File: config.mk
export PLATFORM = sky130hd
export DESIGN_NAME = csa_accum_ctrl
export DESIGN_NICKNAME = d
export VERILOG_FILES = /design/src/rtl/csa_accum_ctrl.sv
export SDC_FILE = /design/constraint.sdc
export NUM_CORES = 1
export LEC_CHECK = 0
export CORE_ASPECT_RATIO = 0.75
export CORE_MARGIN = 2
export CORE_UTILIZATION = 45
export CTS_CLUSTER_SIZE = 12
export DETAILED_ROUTE_END_ITERATION = 10
export GPL_TIMING_DRIVEN = 0
export MAX_ROUTING_LAYER = met4
export PLACE_DENSITY = 0.7
export SYNTH_ARGS = -nofsm -noshare
export SYNTH_HDL_FRONTEND = slang
export SYNTH_SLANG_ARGS = --single-unit
File: constraint.sdc
create_clock -name clk -period 2.3 [get_ports clk]
set_clock_uncertainty 0.2 [all_clocks]
set_input_delay 0.345 -clock clk [delete_from_list [all_inputs] [get_ports clk]]
set_output_delay 0.345 -clock clk [all_outputs]
set_load 0.02 [all_outputs]
File: src/rtl/csa_accum_ctrl.sv
`default_nettype none
// ============================================================================
//  Module      : csa_accum_ctrl
//  Description : Sequencer for a shared 3:2 carry-save compressor. Operands
//                arriving over a valid/ready handshake are folded into a
//                redundant sum/carry pair (S, C), one operand per cycle. After
//                the operand flagged as last, a resolve phase repeatedly
//                half-adds C into S until C is zero. The binary result is
//                then held on a valid/ready output until the consumer takes it.
//
//  Ports       :
//      clk        in   1          rising-edge clock
//      rst        in   1          synchronous reset, active-high
//      in_valid   in   1          operand valid
//      in_ready   out  1          block can accept an operand (ACCUM only)
//      in_data    in   WIDTH      unsigned operand, zero-extended
//      in_last    in   1          final operand of the group
//      out_valid  out  1          result valid
//      out_ready  in   1          consumer accepts result
//      out_sum    out  ACC_WIDTH  resolved sum, modulo 2^ACC_WIDTH
//      out_count  out  CNT_W      operands accepted in group (saturating)
//      overflow   out  1          a carry was lost beyond the MSB this group
//      busy       out  1          high in RESOLVE or DONE
//
//  Revision    : 1.0  initial release
// ============================================================================
module csa_accum_ctrl #(
    parameter int WIDTH     = 4,
    parameter int ACC_WIDTH = 8,
    parameter int CNT_W     = 4
) (
    input  logic                 clk,
    input  logic                 rst,
    input  logic                 in_valid,
    output logic                 in_ready,
    input  logic [WIDTH-1:0]     in_data,
    input  logic                 in_last,
    output logic                 out_valid,
    input  logic                 out_ready,
    output logic [ACC_WIDTH-1:0] out_sum,
    output logic [CNT_W-1:0]     out_count,
    output logic                 overflow,
    output logic                 busy
);

    // ------------------------------------------------------------------------
    // State encoding
    // ------------------------------------------------------------------------
    localparam logic [1:0] c_ST_ACCUM   = 2'd0;
    localparam logic [1:0] c_ST_RESOLVE = 2'd1;
    localparam logic [1:0] c_ST_DONE    = 2'd2;

    // ------------------------------------------------------------------------
    // Registers
    // ------------------------------------------------------------------------
    logic [1:0]           r_state;
    logic [ACC_WIDTH-1:0] r_s;
    logic [ACC_WIDTH-1:0] r_c;
    logic [CNT_W-1:0]     r_count;
    logic                 r_overflow;
    logic                 r_out_valid;
    logic [ACC_WIDTH-1:0] r_out_sum;
    logic [CNT_W-1:0]     r_out_count;

    // ------------------------------------------------------------------------
    // Combinational datapath
    // ------------------------------------------------------------------------
    logic                 w_accept;
    logic                 w_done_hs;
    logic [ACC_WIDTH-1:0] w_d;
    logic [ACC_WIDTH-1:0] w_csa_sum;
    logic [ACC_WIDTH-1:0] w_csa_maj;
    logic [ACC_WIDTH-1:0] w_res_gen;
    logic                 w_c_zero;
    logic                 w_first_accept;
    logic                 w_count_sat;

    assign w_accept  = in_valid && (r_state == c_ST_ACCUM);
    assign w_done_hs = r_out_valid && out_ready && (r_state == c_ST_DONE);
    assign w_d       = ACC_WIDTH'(in_data);

    // 3:2 compressor: bitwise full adder across S, D and C
    assign w_csa_sum = r_s ^ w_d ^ r_c;
    assign w_csa_maj = (r_s & w_d) | (r_s & r_c) | (w_d & r_c);

    // Resolve step is a half adder of S and C; its generate bits become the
    // next carry vector
    assign w_res_gen = r_s & r_c;
    assign w_c_zero  = (r_c == '0);

    // count is only zero on the first accept of a group: it is cleared by
    // reset and by the result handshake, and never wraps (it saturates)
    assign w_first_accept = (r_count == '0);
    assign w_count_sat    = &r_count;

    // ------------------------------------------------------------------------
    // Next-state logic
    // ------------------------------------------------------------------------
    logic [1:0]           w_state_nxt;
    logic [ACC_WIDTH-1:0] w_s_nxt;
    logic [ACC_WIDTH-1:0] w_c_nxt;
    logic [CNT_W-1:0]     w_count_nxt;
    logic                 w_overflow_nxt;
    logic                 w_out_valid_nxt;
    logic [ACC_WIDTH-1:0] w_out_sum_nxt;
    logic [CNT_W-1:0]     w_out_count_nxt;

    always_comb begin
        w_state_nxt     = r_state;
        w_s_nxt         = r_s;
        w_c_nxt         = r_c;
        w_count_nxt     = r_count;
        w_overflow_nxt  = r_overflow;
        w_out_valid_nxt = r_out_valid;
        w_out_sum_nxt   = r_out_sum;
        w_out_count_nxt = r_out_count;

        case (r_state)
            c_ST_ACCUM: begin
                if (w_accept) begin
                    w_s_nxt     = w_csa_sum;
                    w_c_nxt     = w_csa_maj << 1;
                    w_count_nxt = w_count_sat ? r_count : r_count + 1'b1;
                    // Previous group's flag stays visible until this point
                    w_overflow_nxt = (w_first_accept ? 1'b0 : r_overflow)
                                     | w_csa_maj[ACC_WIDTH-1];
                    if (in_last) begin
                        w_state_nxt = c_ST_RESOLVE;
                    end
                end
            end

            c_ST_RESOLVE: begin
                if (w_c_zero) begin
                    w_out_sum_nxt   = r_s;
                    w_out_count_nxt = r_count;
                    w_out_valid_nxt = 1'b1;
                    w_state_nxt     = c_ST_DONE;
                end else begin
                    w_s_nxt        = r_s ^ r_c;
                    w_c_nxt        = w_res_gen << 1;
                    w_overflow_nxt = r_overflow | w_res_gen[ACC_WIDTH-1];
                end
            end

            c_ST_DONE: begin
                if (w_done_hs) begin
                    w_out_valid_nxt = 1'b0;
                    w_s_nxt         = '0;
                    w_c_nxt         = '0;
                    w_count_nxt     = '0;
                    w_state_nxt     = c_ST_ACCUM;
                end
            end

            default: begin
                // Unreachable encoding: recover to a clean idle group
                w_state_nxt     = c_ST_ACCUM;
                w_s_nxt         = '0;
                w_c_nxt         = '0;
                w_count_nxt     = '0;
                w_out_valid_nxt = 1'b0;
            end
        endcase
    end

    // ------------------------------------------------------------------------
    // Sequential state
    // ------------------------------------------------------------------------
    always_ff @(posedge clk) begin
        if (rst) begin
            r_state     <= c_ST_ACCUM;
            r_s         <= '0;
            r_c         <= '0;
            r_count     <= '0;
            r_overflow  <= 1'b0;
            r_out_valid <= 1'b0;
            r_out_sum   <= '0;
            r_out_count <= '0;
        end else begin
            r_state     <= w_state_nxt;
            r_s         <= w_s_nxt;
            r_c         <= w_c_nxt;
            r_count     <= w_count_nxt;
            r_overflow  <= w_overflow_nxt;
            r_out_valid <= w_out_valid_nxt;
            r_out_sum   <= w_out_sum_nxt;
            r_out_count <= w_out_count_nxt;
        end
    end

    // ------------------------------------------------------------------------
    // Outputs
    // ------------------------------------------------------------------------
    assign in_ready  = (r_state == c_ST_ACCUM);
    assign busy      = (r_state == c_ST_RESOLVE) || (r_state == c_ST_DONE);
    assign out_valid = r_out_valid;
    assign out_sum   = r_out_sum;
    assign out_count = r_out_count;
    assign overflow  = r_overflow;

endmodule
`default_nettype wire
==> results.md, run 1 <==
- Worst path required time: around 1.8 ns
- H-tree depth: 2
- Yosys reg bits: 35
- Number of clock sinks: 35
- Sequential share of the synthesized area: around two fifths
- Fmax: 0.466 GHz
- Core Region: between 0.003 and 0.004 sq mm
- Layout cell share with drive strength beyond 1: between 10% and 20%
- Hold WC Path Type: reg -> reg
- # diodes: 0
- DR vias/cell: roughly 5.5
- Ys flop type: dfxtp_1
- CP Capture Type: output port
- Root buf cell: clkbuf_8
- Post-synth ARST share: 0%
- Top delay family on crit path: buffers and inverters
- Post-layout util: a little under three fifths
- CTS tree: built
- Crit-path max FO: 3
- Tightest Pin Transition: 0.658 ns
- Wire per inst: between 10 and 15 um
- Row cnt: 19
- Cells on worst reg2reg path: 7
- Fin. max-slew vios: 0
- Min Clock Period, post-route: 2.14 ns
- Worst r2r src: r_state[1]
- Avg Inst Size Synth: ~8.6 sq um
- Yosys synthesis warning count: 0
- Rel. slew slack: between 50% and 60%
- Worst setup path start: r_state[1]
- Synth Instances: 204
- Gr ovfl total: 0
- Total Nets Final: roughly 260
- First-pass GRT wire length: between 6000 and 7000 um
- Largest net degree at the start of global routing: 11
- Ports: 25
- Final hold viol count: 0
- Pwr dens: approximately 1200 mW/mm^2
- Via count: approximately 1,600
- Post-Synthesis Cell Area: between 0.0015 and 0.002 sq mm
- Initial core utilization: a little under half
- Die height: between 50 and 60 um
- Num CTS Buffers: 5
- Crit Path Category: reg -> out
- Status: finished, final reports clean
- Setup violations, final: 0
- Yosys cell types: 37
- Leak pwr: ~0.00077 uW
- Die width: between 70 and 80 um
- RePlAce Congestion: between 0.7 and 0.8
- Port Buffer Count: 23
- Post-synth EDFFs: 0
- Critical path's slowest cell: clkdlybuf4s50_1
- Worst path bufs/invs: 2
- Setup TNS: 0 ns
- Total Wirelength: about 4100 um
- Tcrit/Tclk final: between 90 and 100%
- Clock Path Buffers: 2
- Clock Latency Late Sink: 0.28 ns
- RSZ-0062 raised after global routing: no
- Postcts setup bufs: 0
- Clock-pin slew on the worst setup and hold paths: 0.06 ns
- WP data arrival: about 1.6 ns
- Initial antenna violation count: 0
- Number of DRC markers in iteration 0: 78
- DRT Pass-1 Iters: 4
- Hold path startpoint: out_sum[5]
- DP HPWL: 2860 um
- Crit path depth: 3
- Synthesized Nets: 226
- Max stage delay on crit path: about 0.60 ns
- Crit-path cells: inv_1 > ha_1 > clkdlybuf4s50_1
- Die Footprint: 0.00443 sq mm
- Synthesis-to-layout area growth: 21.1%
- Final ANT Viol Nets: 0
- Crit start category: register
- Number of global-route vias before repair: 1,418
- Aggregate global-route resource usage: ~20%
- Hold path depth: 2
- Peak supply drop: 0.000502 V
- Max-Cap Viols: 0
- DRC viols: 0
-- flip-flops by register name, indices dropped and copies added (netlist names) --
name,count
out_count,4
out_valid,1
r_state,2
r_c,7
r_count,4
overflow,1
out_sum,8
r_s,8
-- layout make-up --
| type | instances | area (sq um) |
|---|---|---|
| Buffer | 14 | 70.1 |
| Inverter | 6 | 22.5 |
| Multi-Input combinational cell | 149 | 968 |
| Fill cell | 378 | 1580 |
| Timing Repair Buffer | 23 | 230 |
| Tap cell | 52 | 65.1 |
| Sequential cell | 35 | 701 |
| Clock buffer | 6 | 72.6 |
-- cells in the mapped netlist (4+ instances only) --
library cell  instances  area [sq um]
dfxtp_1              35           701
nand2_1              31           116
a21oi_1              29           145
ha_1                 13           163
nand4_1              11          68.8
a211oi_1             10          75.1
o21ai_0               9          45.0
clkbuf_1              8          30.0
a21oi_2               6          52.6
inv_1                 6          22.5
nor2_1                4          15.0
-- stage by stage --
| step | total power [uW] | hold slack [ns] | instance area [sq um] | std cells | setup WS (ns) |
|---|---|---|---|---|---|
| final | 2560 | 0.253 | 2130 | 285 | 0.156 |
| after CTS | 2560 | 0.257 | 2130 | 285 | 0.130 |
| after detailed placement | 2150 | 0.248 | 2050 | 279 | 0.0486 |
| after floorplan | 1790 | 0.245 | 1760 | 204 | 0.434 |
| after global placement | 2130 | 0.242 | 2050 | 279 | 0.0651 |
| after global routing | 2770 | 0.288 | 2130 | 285 | 0.0488 |
-- worst register-to-register path, cell delays in order, from the launching register on --
cell,delay (ns)
dfxtp_1,0.37
inv_1,0.08
ha_1,0.23
nor2b_1,0.19
or2_2,0.28
buf_2,0.18
nor2_2,0.26
a211oi_1,0.14
-- repair_timing --
| item | in CTS | in global routing |
|---|---|---|
| endpoints found under the hold margin | 0 | 0 |
| hold buffers | 0 | 0 |
| endpoints found under the setup margin | 0 | 2 |
| gates resized for setup | 0 | 4 |
-- power by group --
| group | internal, uW | leakage (uW) | total (uW) | switching, uW |
|---|---|---|---|---|
| registers | 718 | 0.000284 | 841 | 123 |
| clock network | 202 | 0.0000371 | 409 | 207 |
| logic | 517 | 0.000447 | 1310 | 792 |
| total | 1440 | 0.000768 | 2560 | 1120 |
-- worst paths after layout --
path	to	slack (ns)
min	out_sum[5]	0.25
min reg2reg	out_sum[5]	0.25
max reg2reg	r_s[1]	0.23
max	busy	0.16
-- metal layers --
layer	track usage (%)	vias up	wire length [um]
met4	7.01	0	42
met1	28.5	739	2150
met2	29.2	27	1720
li1	-	798	-
met5	-	-	0
met3	4.67	5	167
-- cell usage in the layout, fill, tap and decap left out, drive strengths merged --
cell           netlist  final
and3                 1      1
inv                  6      6
o21ai                9      9
buf                  6      6
o41ai                1      1
nor3                 2      2
nand4               11     11
xor2                 3      3
a22oi                3      3
and4                 1      1
nand2b               1      1
and2                 1      1
nor2                 6      6
nor4                 2      2
a211oi              10     10
a21oi               35     35
dfxtp               35     35
o2111ai              1      1
a22o                 3      3
or2                  2      2
o31ai                3      3
clkdlybuf4s50        0     23
ha                  13     13
nand3                3      3
o21a                 1      1
a21boi               1      1
a41oi                1      1
clkbuf               8     14
xnor2                3      3
nor2b                1      1
nand2               31     31
-- cells by family (layout without fill, tap and decap cells) --
logic type	Yosys count	in the layout	synth area share, %
buffers and inverters	20	49	5.12
AO/OA/AOI/OAI	68	68	24.5
XOR/XNOR	6	6	2.99
AND/OR/NAND/NOR	62	62	18.4
flip-flops	35	35	39.8
adder cells (fa/ha/maj)	13	13	9.25
Power figures use the tool's default switching activity.
==> run 2: changes to the inputs <==
--- a/constraint.sdc
+++ b/constraint.sdc
@@ -4,2 +4,2 @@
 set_output_delay 0.345 -clock clk [all_outputs]
-set_load 0.02 [all_outputs]
+set_load 0.01 [all_outputs]
==> results of run 2 <==
The final DEF is identical to that of run 1. Status: finished, final reports clean.
Main changes from that run: setup slack after layout 0.156 ns -> 0.224 ns; total power 2560 uW -> 2520 uW; worst IR drop on VDD 0.000502 V -> 0.000498 V
==> run 3: changes to the inputs <==
- SETUP_SLACK_MARGIN: unset -> 0.15
==> results.md, run 3 (synthesis results as in run 1) <==
- Status: finished, final reports clean
- Total Wirelength: just over 4000 um
- Hold WC Path Type: reg -> reg
- # diodes: 0
- Reg area: 701 sq um
- Pwr dens: 1180 mW/mm^2
- Rel. slew slack: 55.6%
- R2R Path End: r_count[3]
- First-pass GRT wire length: 6920 um
- Initial core utilization: between 40% and 50%
- RSZ-0062 raised after global routing: no
- Largest net degree at the start of global routing: 11
- Final Non-Filler Cells: between 200 and 300
- WP data arrival: 1.52 ns
- Worst r2r src: r_state[1]
- Ports: 25
- Final hold viol count: 0
- Tightest Pin Transition: roughly 0.67 ns
- DRC viols: 0
- Crit start category: register
- Clock-pin slew on the worst setup and hold paths: ~0.06 ns
- Clock Path Buffers: 2
- Setup violations, final: 0
- Min Clock Period, post-route: a little over 2 ns
- Cells on worst reg2reg path: 6
- Area of the multi-input gates: around 1000 sq um
- Uppermost layer routed: met4
- Die Footprint: around 0.0044 sq mm
- Clock Latency Late Sink: just under 0.3 ns
- Layout cell share with drive strength beyond 1: between 10% and 20%
- Synthesis-to-layout area growth: 21.6%
- DP Cell Count: approximately 280
- Worst path required time: about 1.8 ns
- Metal2 WL: ~1700 um
- H-tree depth: 2
- Port Buffer Count: 23
- Leak pwr: between 0.0007 and 0.0008 uW
- Hold-fix buffers at CTS: 0
- DRT Pass-1 Iters: 4
- Post-layout util: approximately 58%
- Row cnt: 19
- Wire per inst: between 10 and 15 um
- Commonest non-fill, non-tap cell in the layout: dfxtp_1
- Total Nets Final: 255
- Num CTS Buffers: 5
- Die height: 58.1 um
- CTS tree: built
- Gr ovfl total: 0
- Number of DRC markers in iteration 0: slightly above 100
- Critical path's slowest cell: clkdlybuf4s50_1
- Aggregate global-route resource usage: between 20% and 30%
- Tcrit/Tclk final: between 80% and 90%
- Fin. max-slew vios: 0
- CP Capture Type: output port
- Area of placed instances: 0.00205 sq mm
- Root buf cell: clkbuf_8
- Most frequent cells in the layout: dfxtp_1, nand2_1, a21oi_1
- Crit-path cells: inv_1 > ha_1 > clkdlybuf4s50_1
- Peak supply drop: 0.000501 V
- # fillers: ~370
- Max stage delay on crit path: 0.53 ns
- Final ANT Viol Nets: 0
- Initial antenna violation count: 0
- Fmax: between 0.4 and 0.5 GHz
- RePlAce Congestion: 0.785
- Die width: around 76 um
- Number of global-route vias before repair: between 1,000 and 1,500
- DR WL met3: between 150 and 200 um
- Met1 wire length: roughly 2200 um
- Hold path depth: 2
- Max-Cap Viols: 0
- DP HPWL: about 2900 um
- Core Region: 0.00371 sq mm
- DR vias/cell: 5.45
- Crit Path Category: reg -> out
- Via count: roughly 1,500
- Crit-path max FO: 3
- Worst setup path start: r_state[1]
- Post-route cell area: between 0.002 and 0.0025 sq mm
- Worst reg2reg setup slack: about 0.29 ns
- Last element of the critical path: busy
- Number of clock sinks: 35
- Setup TNS: 0 ns
run 3: cell types whose count changed in the layout (fill, tap and decap cells not counted):
cell,delta
a21boi_1,-1
a21boi_2,+1
clkbuf_1,-3
clkbuf_2,+2
nor2_2,-1
nor2_4,+1
nor2b_1,-1
nor2b_2,+1
run 3: repair_timing:
action,in CTS,in global routing
hold endpoints to repair,0,0
buffers inserted,0,0
setup endpoints to repair,8,28
gates resized for setup,1,9
run 3: cell type report:
class | count | area share (%)
Multi-Input combinational cell | 149 | 45.8
Buffer | 13 | 3.22
Sequential cell | 35 | 32.7
Timing Repair Buffer | 23 | 10.8
Inverter | 6 | 1.05
Tap cell | 52 | 3.04
Clock buffer | 6 | 3.39
run 3: worst max-delay path, delay by kind of cell, from the launching register on:
family,cells,cell delay [ns]
adders and majority gates,1,0.27
buffers and inverters,2,0.61
DFF,1,0.37
run 3: how the worst min path moves through the flow:
stage	startpoint	end	slack [ns]
4_1_cts	out_sum[5]	out_sum[5]	0.26
6_report	out_sum[5]	out_sum[5]	0.25
3_5_place_dp	out_sum[5]	out_sum[5]	0.25
5_1_grt	out_sum[7]	out_sum[7]	0.29
3_3_place_gp	out_sum[5]	out_sum[5]	0.24
2_1_floorplan	r_s[0]	out_sum[0]	0.25
run 3: power breakdown:
| group | internal (uW) | switching (uW) | total, uW |
|---|---|---|---|
| registers | 718 | 123 | 841 |
| clock network | 202 | 208 | 410 |
| logic | 527 | 757 | 1280 |
run 3: stage by stage:
step	total power [uW]	setup slack (ns)	hold slack, ns
5_1_grt	2740	0.159	0.288
2_1_floorplan	1760	0.495	0.245
3_5_place_dp	2110	0.0486	0.248
4_1_cts	2530	0.220	0.257
6_report	2540	0.232	0.253
3_3_place_gp	2100	0.0651	0.242
run 3: layer usage:
layer  global-route usage [%]  up-vias
met5                        -        -
met4                     7.01        0
met3                     4.67        7
met2                     29.2       26
met1                     28.6      721
li1                         -      795
